### src/rtl/lcd_bus_responder_pkg.sv
// Shared definitions for the LCD bus responder: FSM state encoding, command
// decode, DDRAM geometry and the blank fill character.
package lcd_bus_responder_pkg;

    localparam int unsigned DdramDepth = 32;
    localparam int unsigned AddrW      = 5;
    localparam logic [7:0]  BlankChar  = 8'h20;

    // Bit positions of the option fields inside instruction bytes.
    localparam int unsigned EntryIdBit  = 1;
    localparam int unsigned DisplayDBit = 2;
    localparam int unsigned FuncDlBit   = 4;

    typedef enum logic [1:0] {
        StOff,
        StInit,
        StIdle,
        StBusy
    } state_e;

    typedef enum logic [3:0] {
        CmdNop,
        CmdClear,
        CmdHome,
        CmdEntry,
        CmdDisplay,
        CmdShift,
        CmdFuncSet,
        CmdCgram,
        CmdSetAddr
    } cmd_e;

    // The instruction class is selected by the most significant set bit.
    function automatic cmd_e decode_cmd(input logic [7:0] b);
        casez (b)
            8'b1???????: return CmdSetAddr;
            8'b01??????: return CmdCgram;
            8'b001?????: return CmdFuncSet;
            8'b0001????: return CmdShift;
            8'b00001???: return CmdDisplay;
            8'b000001??: return CmdEntry;
            8'b0000001?: return CmdHome;
            8'b00000001: return CmdClear;
            default:     return CmdNop;
        endcase
    endfunction

endpackage

### src/rtl/lcd_enable_sync.sv
// Two-flop synchronizer for the asynchronous enable strobe plus edge detect.
//   clk_i/rst_i : clock, async active-high reset
//   clr_i       : synchronous clear (panel powered down)
//   en_async_i  : raw enable strobe
//   en_sync_o   : synchronized enable
//   rise_o      : one-cycle pulse on synchronized rising edge
//   fall_o      : one-cycle pulse on synchronized falling edge
module lcd_enable_sync (
    input  logic clk_i,
    input  logic rst_i,
    input  logic clr_i,
    input  logic en_async_i,
    output logic en_sync_o,
    output logic rise_o,
    output logic fall_o
);

    logic meta_q, sync_q, prev_q;

    always_ff @(posedge clk_i or posedge rst_i) begin
        if (rst_i) begin
            meta_q <= 1'b0;
            sync_q <= 1'b0;
            prev_q <= 1'b0;
        end else if (clr_i) begin
            meta_q <= 1'b0;
            sync_q <= 1'b0;
            prev_q <= 1'b0;
        end else begin
            meta_q <= en_async_i;
            sync_q <= meta_q;
            prev_q <= sync_q;
        end
    end

    assign en_sync_o = sync_q;
    assign rise_o    = sync_q & ~prev_q;
    assign fall_o    = ~sync_q & prev_q;

endmodule

### src/rtl/lcd_bus_responder.sv
// Behavioural responder for an HD44780-style character LCD bus (32-byte DDRAM).
//   clk, reset               : clock, async active-high reset
//   lcdOn                    : panel power, low forces everything back to reset state
//   lcdBusIn/lcdRsSelect/
//   lcdReadWriteSel/lcdEnable: controller-side bus, enable is asynchronous
//   lcdBusOut/lcdBusDriveEn  : read data and its drive enable
//   busyFlag, addrCounter,
//   displayOn, cmdError      : internal status
//   dbgAddr/dbgData          : combinational DDRAM peek
module lcd_bus_responder
    import lcd_bus_responder_pkg::*;
#(
    parameter int unsigned BUSY_CYCLES      = 40,
    parameter int unsigned LONG_BUSY_CYCLES = 160
) (
    input  logic             clk,
    input  logic             reset,
    input  logic             lcdOn,
    input  logic [7:0]       lcdBusIn,
    input  logic             lcdReadWriteSel,
    input  logic             lcdRsSelect,
    input  logic             lcdEnable,
    output logic [7:0]       lcdBusOut,
    output logic             lcdBusDriveEn,
    output logic             busyFlag,
    output logic [AddrW-1:0] addrCounter,
    output logic             displayOn,
    input  logic [AddrW-1:0] dbgAddr,
    output logic [7:0]       dbgData,
    output logic             cmdError
);

    // Counters count down to zero, so a load of N-1 gives N busy cycles.
    localparam logic [15:0] BusyLoad = 16'(BUSY_CYCLES - 1);
    localparam logic [15:0] LongLoad = 16'(LONG_BUSY_CYCLES - 1);

    state_e           state_q, state_d;
    logic [15:0]      cnt_q, cnt_d;
    logic [AddrW-1:0] ac_q, ac_d, ac_step;
    logic             id_q, id_d;
    logic             disp_q, disp_d;
    logic             err_q, err_d;
    logic             rs_q, rw_q;
    logic [7:0]       bus_q;
    logic             active_q, commit_q;
    logic             en_sync, en_rise, en_fall;
    logic             busy;
    logic             ddram_we, ddram_clr;
    logic [7:0]       ddram_q [DdramDepth];

    lcd_enable_sync u_sync (
        .clk_i      (clk),
        .rst_i      (reset),
        .clr_i      (~lcdOn),
        .en_async_i (lcdEnable),
        .en_sync_o  (en_sync),
        .rise_o     (en_rise),
        .fall_o     (en_fall)
    );

    // Bus capture and commit pipeline; a commit needs a seen rising edge first.
    always_ff @(posedge clk or posedge reset) begin
        if (reset) begin
            rs_q     <= 1'b0;
            rw_q     <= 1'b0;
            bus_q    <= 8'h00;
            active_q <= 1'b0;
            commit_q <= 1'b0;
        end else if (!lcdOn) begin
            rs_q     <= 1'b0;
            rw_q     <= 1'b0;
            bus_q    <= 8'h00;
            active_q <= 1'b0;
            commit_q <= 1'b0;
        end else begin
            if (en_sync) begin
                rs_q  <= lcdRsSelect;
                rw_q  <= lcdReadWriteSel;
                bus_q <= lcdBusIn;
            end
            if (en_rise) begin
                active_q <= 1'b1;
            end else if (en_fall) begin
                active_q <= 1'b0;
            end
            commit_q <= en_fall & active_q;
        end
    end

    always_ff @(posedge clk or posedge reset) begin
        if (reset) begin
            state_q <= StOff;
            cnt_q   <= '0;
            ac_q    <= '0;
            id_q    <= 1'b1;
            disp_q  <= 1'b0;
            err_q   <= 1'b0;
        end else begin
            state_q <= state_d;
            cnt_q   <= cnt_d;
            ac_q    <= ac_d;
            id_q    <= id_d;
            disp_q  <= disp_d;
            err_q   <= err_d;
        end
    end

    assign busy    = (state_q == StInit) || (state_q == StBusy);
    assign ac_step = id_q ? ac_q + 5'd1 : ac_q - 5'd1;

    always_comb begin
        state_d   = state_q;
        cnt_d     = cnt_q;
        ac_d      = ac_q;
        id_d      = id_q;
        disp_d    = disp_q;
        err_d     = err_q;
        ddram_we  = 1'b0;
        ddram_clr = 1'b0;

        unique case (state_q)
            StOff: begin
                if (lcdOn) begin
                    state_d = StInit;
                    cnt_d   = LongLoad;
                end
            end
            StInit, StBusy: begin
                if (cnt_q == '0) begin
                    state_d = StIdle;
                end else begin
                    cnt_d = cnt_q - 16'd1;
                end
            end
            StIdle: ;
            default: state_d = StOff;
        endcase

        if (commit_q && state_q != StOff) begin
            if (rw_q) begin
                // Status reads are side-effect free; data reads advance AC.
                if (rs_q) begin
                    ac_d = ac_step;
                    if (busy) err_d = 1'b1;
                end
            end else if (busy) begin
                // Dropped write: the running busy countdown is left alone.
                err_d = 1'b1;
            end else begin
                state_d = StBusy;
                cnt_d   = BusyLoad;
                if (rs_q) begin
                    ddram_we = 1'b1;
                    ac_d     = ac_step;
                end else begin
                    unique case (decode_cmd(bus_q))
                        CmdClear: begin
                            ddram_clr = 1'b1;
                            ac_d      = '0;
                            id_d      = 1'b1;
                            cnt_d     = LongLoad;
                        end
                        CmdHome: begin
                            ac_d  = '0;
                            cnt_d = LongLoad;
                        end
                        CmdEntry:   id_d   = bus_q[EntryIdBit];
                        CmdDisplay: disp_d = bus_q[DisplayDBit];
                        // Only 8-bit mode exists, so DL is checked but not kept.
                        CmdFuncSet: if (!bus_q[FuncDlBit]) err_d = 1'b1;
                        CmdSetAddr: begin
                            ac_d = bus_q[AddrW-1:0];
                            if (bus_q[6:5] != 2'b00) err_d = 1'b1;
                        end
                        default: ;
                    endcase
                end
            end
        end

        if (!lcdOn) begin
            state_d   = StOff;
            cnt_d     = '0;
            ac_d      = '0;
            id_d      = 1'b1;
            disp_d    = 1'b0;
            err_d     = 1'b0;
            ddram_we  = 1'b0;
            ddram_clr = 1'b0;
        end
    end

    // DDRAM has no reset; the clear command is what defines its contents.
    always_ff @(posedge clk) begin
        if (ddram_clr) begin
            for (int i = 0; i < DdramDepth; i++) begin
                ddram_q[i] <= BlankChar;
            end
        end else if (ddram_we) begin
            ddram_q[ac_q] <= bus_q;
        end
    end

    assign lcdBusDriveEn = en_sync & lcdReadWriteSel & (state_q != StOff);
    assign lcdBusOut     = !lcdBusDriveEn ? 8'h00 :
                           lcdRsSelect    ? ddram_q[ac_q] : {busy, 2'b00, ac_q};
    assign busyFlag      = busy;
    assign addrCounter   = ac_q;
    assign displayOn     = disp_q;
    assign cmdError      = err_q;
    assign dbgData       = ddram_q[dbgAddr];

endmodule

### config.mk
export PLATFORM = sky130hd
export DESIGN_NAME = lcd_bus_responder
export DESIGN_NICKNAME = d
export VERILOG_FILES = /design/src/rtl/lcd_bus_responder_pkg.sv /design/src/rtl/lcd_enable_sync.sv /design/src/rtl/lcd_bus_responder.sv
export SDC_FILE = /design/constraint.sdc
export NUM_CORES = 1
export LEC_CHECK = 0
export ABC_CLOCK_PERIOD_IN_PS = 3400
export CORE_MARGIN = 2
export CORE_UTILIZATION = 50
export DETAILED_ROUTE_END_ITERATION = 16
export HOLD_SLACK_MARGIN = 0.1
export PLACE_DENSITY = 0.67
export REMOVE_ABC_BUFFERS = 1
export SLEW_MARGIN = 5
export SYNTH_ARGS = -nofsm -noshare
export SYNTH_HDL_FRONTEND = slang
export SYNTH_SLANG_ARGS = --single-unit
### constraint.sdc
create_clock -name clk -period 3.4 [get_ports clk]
set_clock_uncertainty 0.1 [all_clocks]
set_input_delay 0.51 -clock clk [delete_from_list [all_inputs] [get_ports clk]]
set_output_delay 0.51 -clock clk [all_outputs]
set_load 0.02 [all_outputs]
==> qor.txt <==
crit start category = register
first-pass GRT wire length = 69430 µm
TritonCTS clock tree = yes
worst r2r src = rw_q
total CTS buffers = 35
per-cell routed wire length = 28.13 µm
CP dominant cell by count = buf_4
Slew @ Worst Pin = 1.213 ns
Worst R2R Path Depth = 5
maximum VDD drop = 0.3093 mV
pwr dens = 430.5 nW/µm²
Starting Density = 51.10%
Total GRT Usage = 28.69%
Die Span Y = 184.0 µm
Fin. Hold Viols = 0
Tcrit/Tclk final = 99.64%
ys async rst share = 13.80%
total power = 8050 µW
commonest non-fill, non-tap cell in the layout = edfxtp_1
Mapped Cells = 1185
Post-synth EDFFs = 256
worst-path cell chain = buf_4, buf_12, buf_4, mux4_2, a22oi_1, and3_1, a31oi_4, buf_4
area grow syn2layout = 15.37%
Die ar. = 33870 µm²
Pre-Repair DR Iteration Count = 5
Design Area, Final = 18700 µm²
status = complete, no violations
root buf cell = clkbuf_16
Top FF cell, synth = edfxtp_1
Leak = 0.006227 µW
Worst Path Buf+Inv = 4
CTS Sinks = 297
number of synthesized register bits = 297
slowest stage delay, CP = 0.53 ns
Final WS setup = 0.01236 ns
drt total wl = 47000 µm
Setup CP Type = reg2out
Die Wd = 184.0 µm
setup slack, reg-to-reg = 0.49 ns
HPWL after DPL = 33390 µm
commonest non-fill, non-tap cells in the layout = 256 x edfxtp_1, 229 x and2_1, 132 x mux4_2
worst hold-check path type = in2async
vias in the first global route = 10.36k
critical path's top delay family = buffers and inverters
Core Footprint = 31720 µm²
GRT overflow = 0
Finished Layout Cells = 1671
DRC = 0
drt via density = 6.575
Seq/Total Area, Yosys = 53.77%
Worst-path clk slew = 0.06 ns
antenna-violating nets left = 0
Worst setup EP type = output port
DR iter-0 viols = 1459
Crit-path slowest cell = dfrtp_4
routability cong. = 0.9127
Cell variety after synth = 64
port bufs = 43
Ports = 44
initial antenna violation count = 1
# rows = 65
final setup violation count = 0
CTS Buffer Depth = 3
Post-Place Worst Slack = -0.08041 ns
CP arrival = 2.78 ns
H-tree depth = 2
layout cells sized above 1 = 25.16%
max_cap viols = 0
# nets final = 1266
Rel. slew slack = 18.31%
Synth Cell Area = 16210 µm²
WP data required = 2.79 ns
Skew-Pair Late Insertion Delay = 0.51 ns
Tmin final = 3.388 ns
Synth Warn # = 0
r2r endpoint = ddram_q[29][7]
synthesized area per cell = 13.68 µm²
Placed Instance Area = 17390 µm²
largest net degree at the start of global routing = 42
Fmax = 295.2 MHz
CP Max Fanout = 8
DP Cell Count = 1600
pins over their slew limit = 0
via count = 10.99k
[stage by stage]
stage | TNS, ns | utilization [%] | hold WS, ns
2_1_floorplan | -835.60 | - | 0.3336
3_3_place_gp | -0.4158 | 54.84 | 0.3613
3_5_place_dp | -0.4898 | 54.84 | 0.3588
4_1_cts | -0.1465 | 58.69 | 0.2588
5_1_grt | -0.005381 | 58.95 | 0.3248
6_report | 0 | 58.95 | 0.2559
[worst max-delay path by stage]
stage / endpoint / slack [ns] / depth (start not counted) / from
after floorplan: ddram_q[11][0] / -2.17 / 2 / addrCounter[0]
after global placement: dbgData[0] / -0.06 / 6 / dbgAddr[0]
after detailed placement: dbgData[0] / -0.08 / 6 / dbgAddr[0]
after CTS: lcdBusOut[7] / -0.07 / 8 / addrCounter[0]
after global routing: lcdBusOut[4] / -0.004 / 8 / addrCounter[0]
final: lcdBusOut[4] / 0.01 / 8 / addrCounter[0]
[timing repair]
item | 4_1_cts | 5_1_grt
buffers inserted | 7 | 1
setup endpoints to repair | 16 | 8
hold buffers | 0 | 0
resized for setup | 60 | 21
cloned | 0 | 0
pin swaps | 6 | 5
[logic make-up after synthesis]
logic type,count (synthesis),synth area share [%]
AOI/OAI and AO/OA,142,5.774
adders and majority gates,5,0.4323
buffers and inverters,115,2.972
and+or+nand+nor,447,15.71
xor gates and xnor gates,3,0.1621
muxes,176,21.18
DFF,297,53.77
[metal layers]
layer	global-route usage, %	part of all wire, %
met5	0	0
met4	7.552	2.6
met3	5.943	12
met2	43.22	45
met1	42.75	41
[cell type report]
type / instances / area (µm²)
fillers: 2464 / 13020
flip-flops and latches: 297 / 8722
clock buffers: 44 / 952.2
clock inverters: 19 / 152.6
diodes: 1 / 2.502
well taps: 402 / 503.0
inverters: 14 / 52.55
repair buffers: 121 / 1195
multi-input cells: 773 / 7119
[where the power goes]
group | internal (µW) | total (µW) | switching [µW]
registers | 3930 | 3950 | 21.0
clock network | 2150 | 3640 | 1490
logic | 201 | 464 | 262
[worst register-to-register path, cell delays in order (launching register included)]
cell      delay [ns]
dfrtp_1         0.44
and4bb_2        0.36
and3_1          0.27
nand3_1         0.19
buf_12          0.21
o21ai_0         0.95
[synth_stat cells, types with 4 or more instances]
| cell type | count | share of area, % |
|---|---|---|
| nor2_1 | 75 | 1.7 |
| buf_4 | 10 | 0.46 |
| and2_1 | 229 | 8.8 |
| nor2b_1 | 11 | 0.42 |
| mux4_2 | 132 | 18 |
| dfrtp_1 | 40 | 6.2 |
| o21ai_0 | 46 | 1.4 |
| nand3_1 | 15 | 0.46 |
| nand2_1 | 33 | 0.76 |
| a21oi_1 | 19 | 0.59 |
| buf_2 | 10 | 0.31 |
| a22oi_1 | 16 | 0.74 |
| a31oi_1 | 11 | 0.42 |
| or3_1 | 37 | 1.4 |
| and3_1 | 7 | 0.27 |
| or2_2 | 4 | 0.15 |
| clkbuf_1 | 71 | 1.6 |
| nand2b_1 | 4 | 0.15 |
| a211oi_1 | 10 | 0.46 |
| inv_1 | 13 | 0.30 |
| mux2_2 | 15 | 1.0 |
| buf_1 | 10 | 0.23 |
| mux2i_1 | 28 | 1.7 |
| nor3_1 | 10 | 0.31 |
| o211ai_1 | 6 | 0.28 |
| o21a_1 | 5 | 0.23 |
| ha_1 | 4 | 0.31 |
| edfxtp_1 | 256 | 47 |
| a221oi_1 | 6 | 0.32 |
[registers in the layout (all words and copies together) (netlist names), 2 cells and up]
register     flops
cnt_q           16
state_q          2
addrCounter      5
bus_q            8
ddram_q        256
No activity file was read; power rests on OpenSTA's default activity.
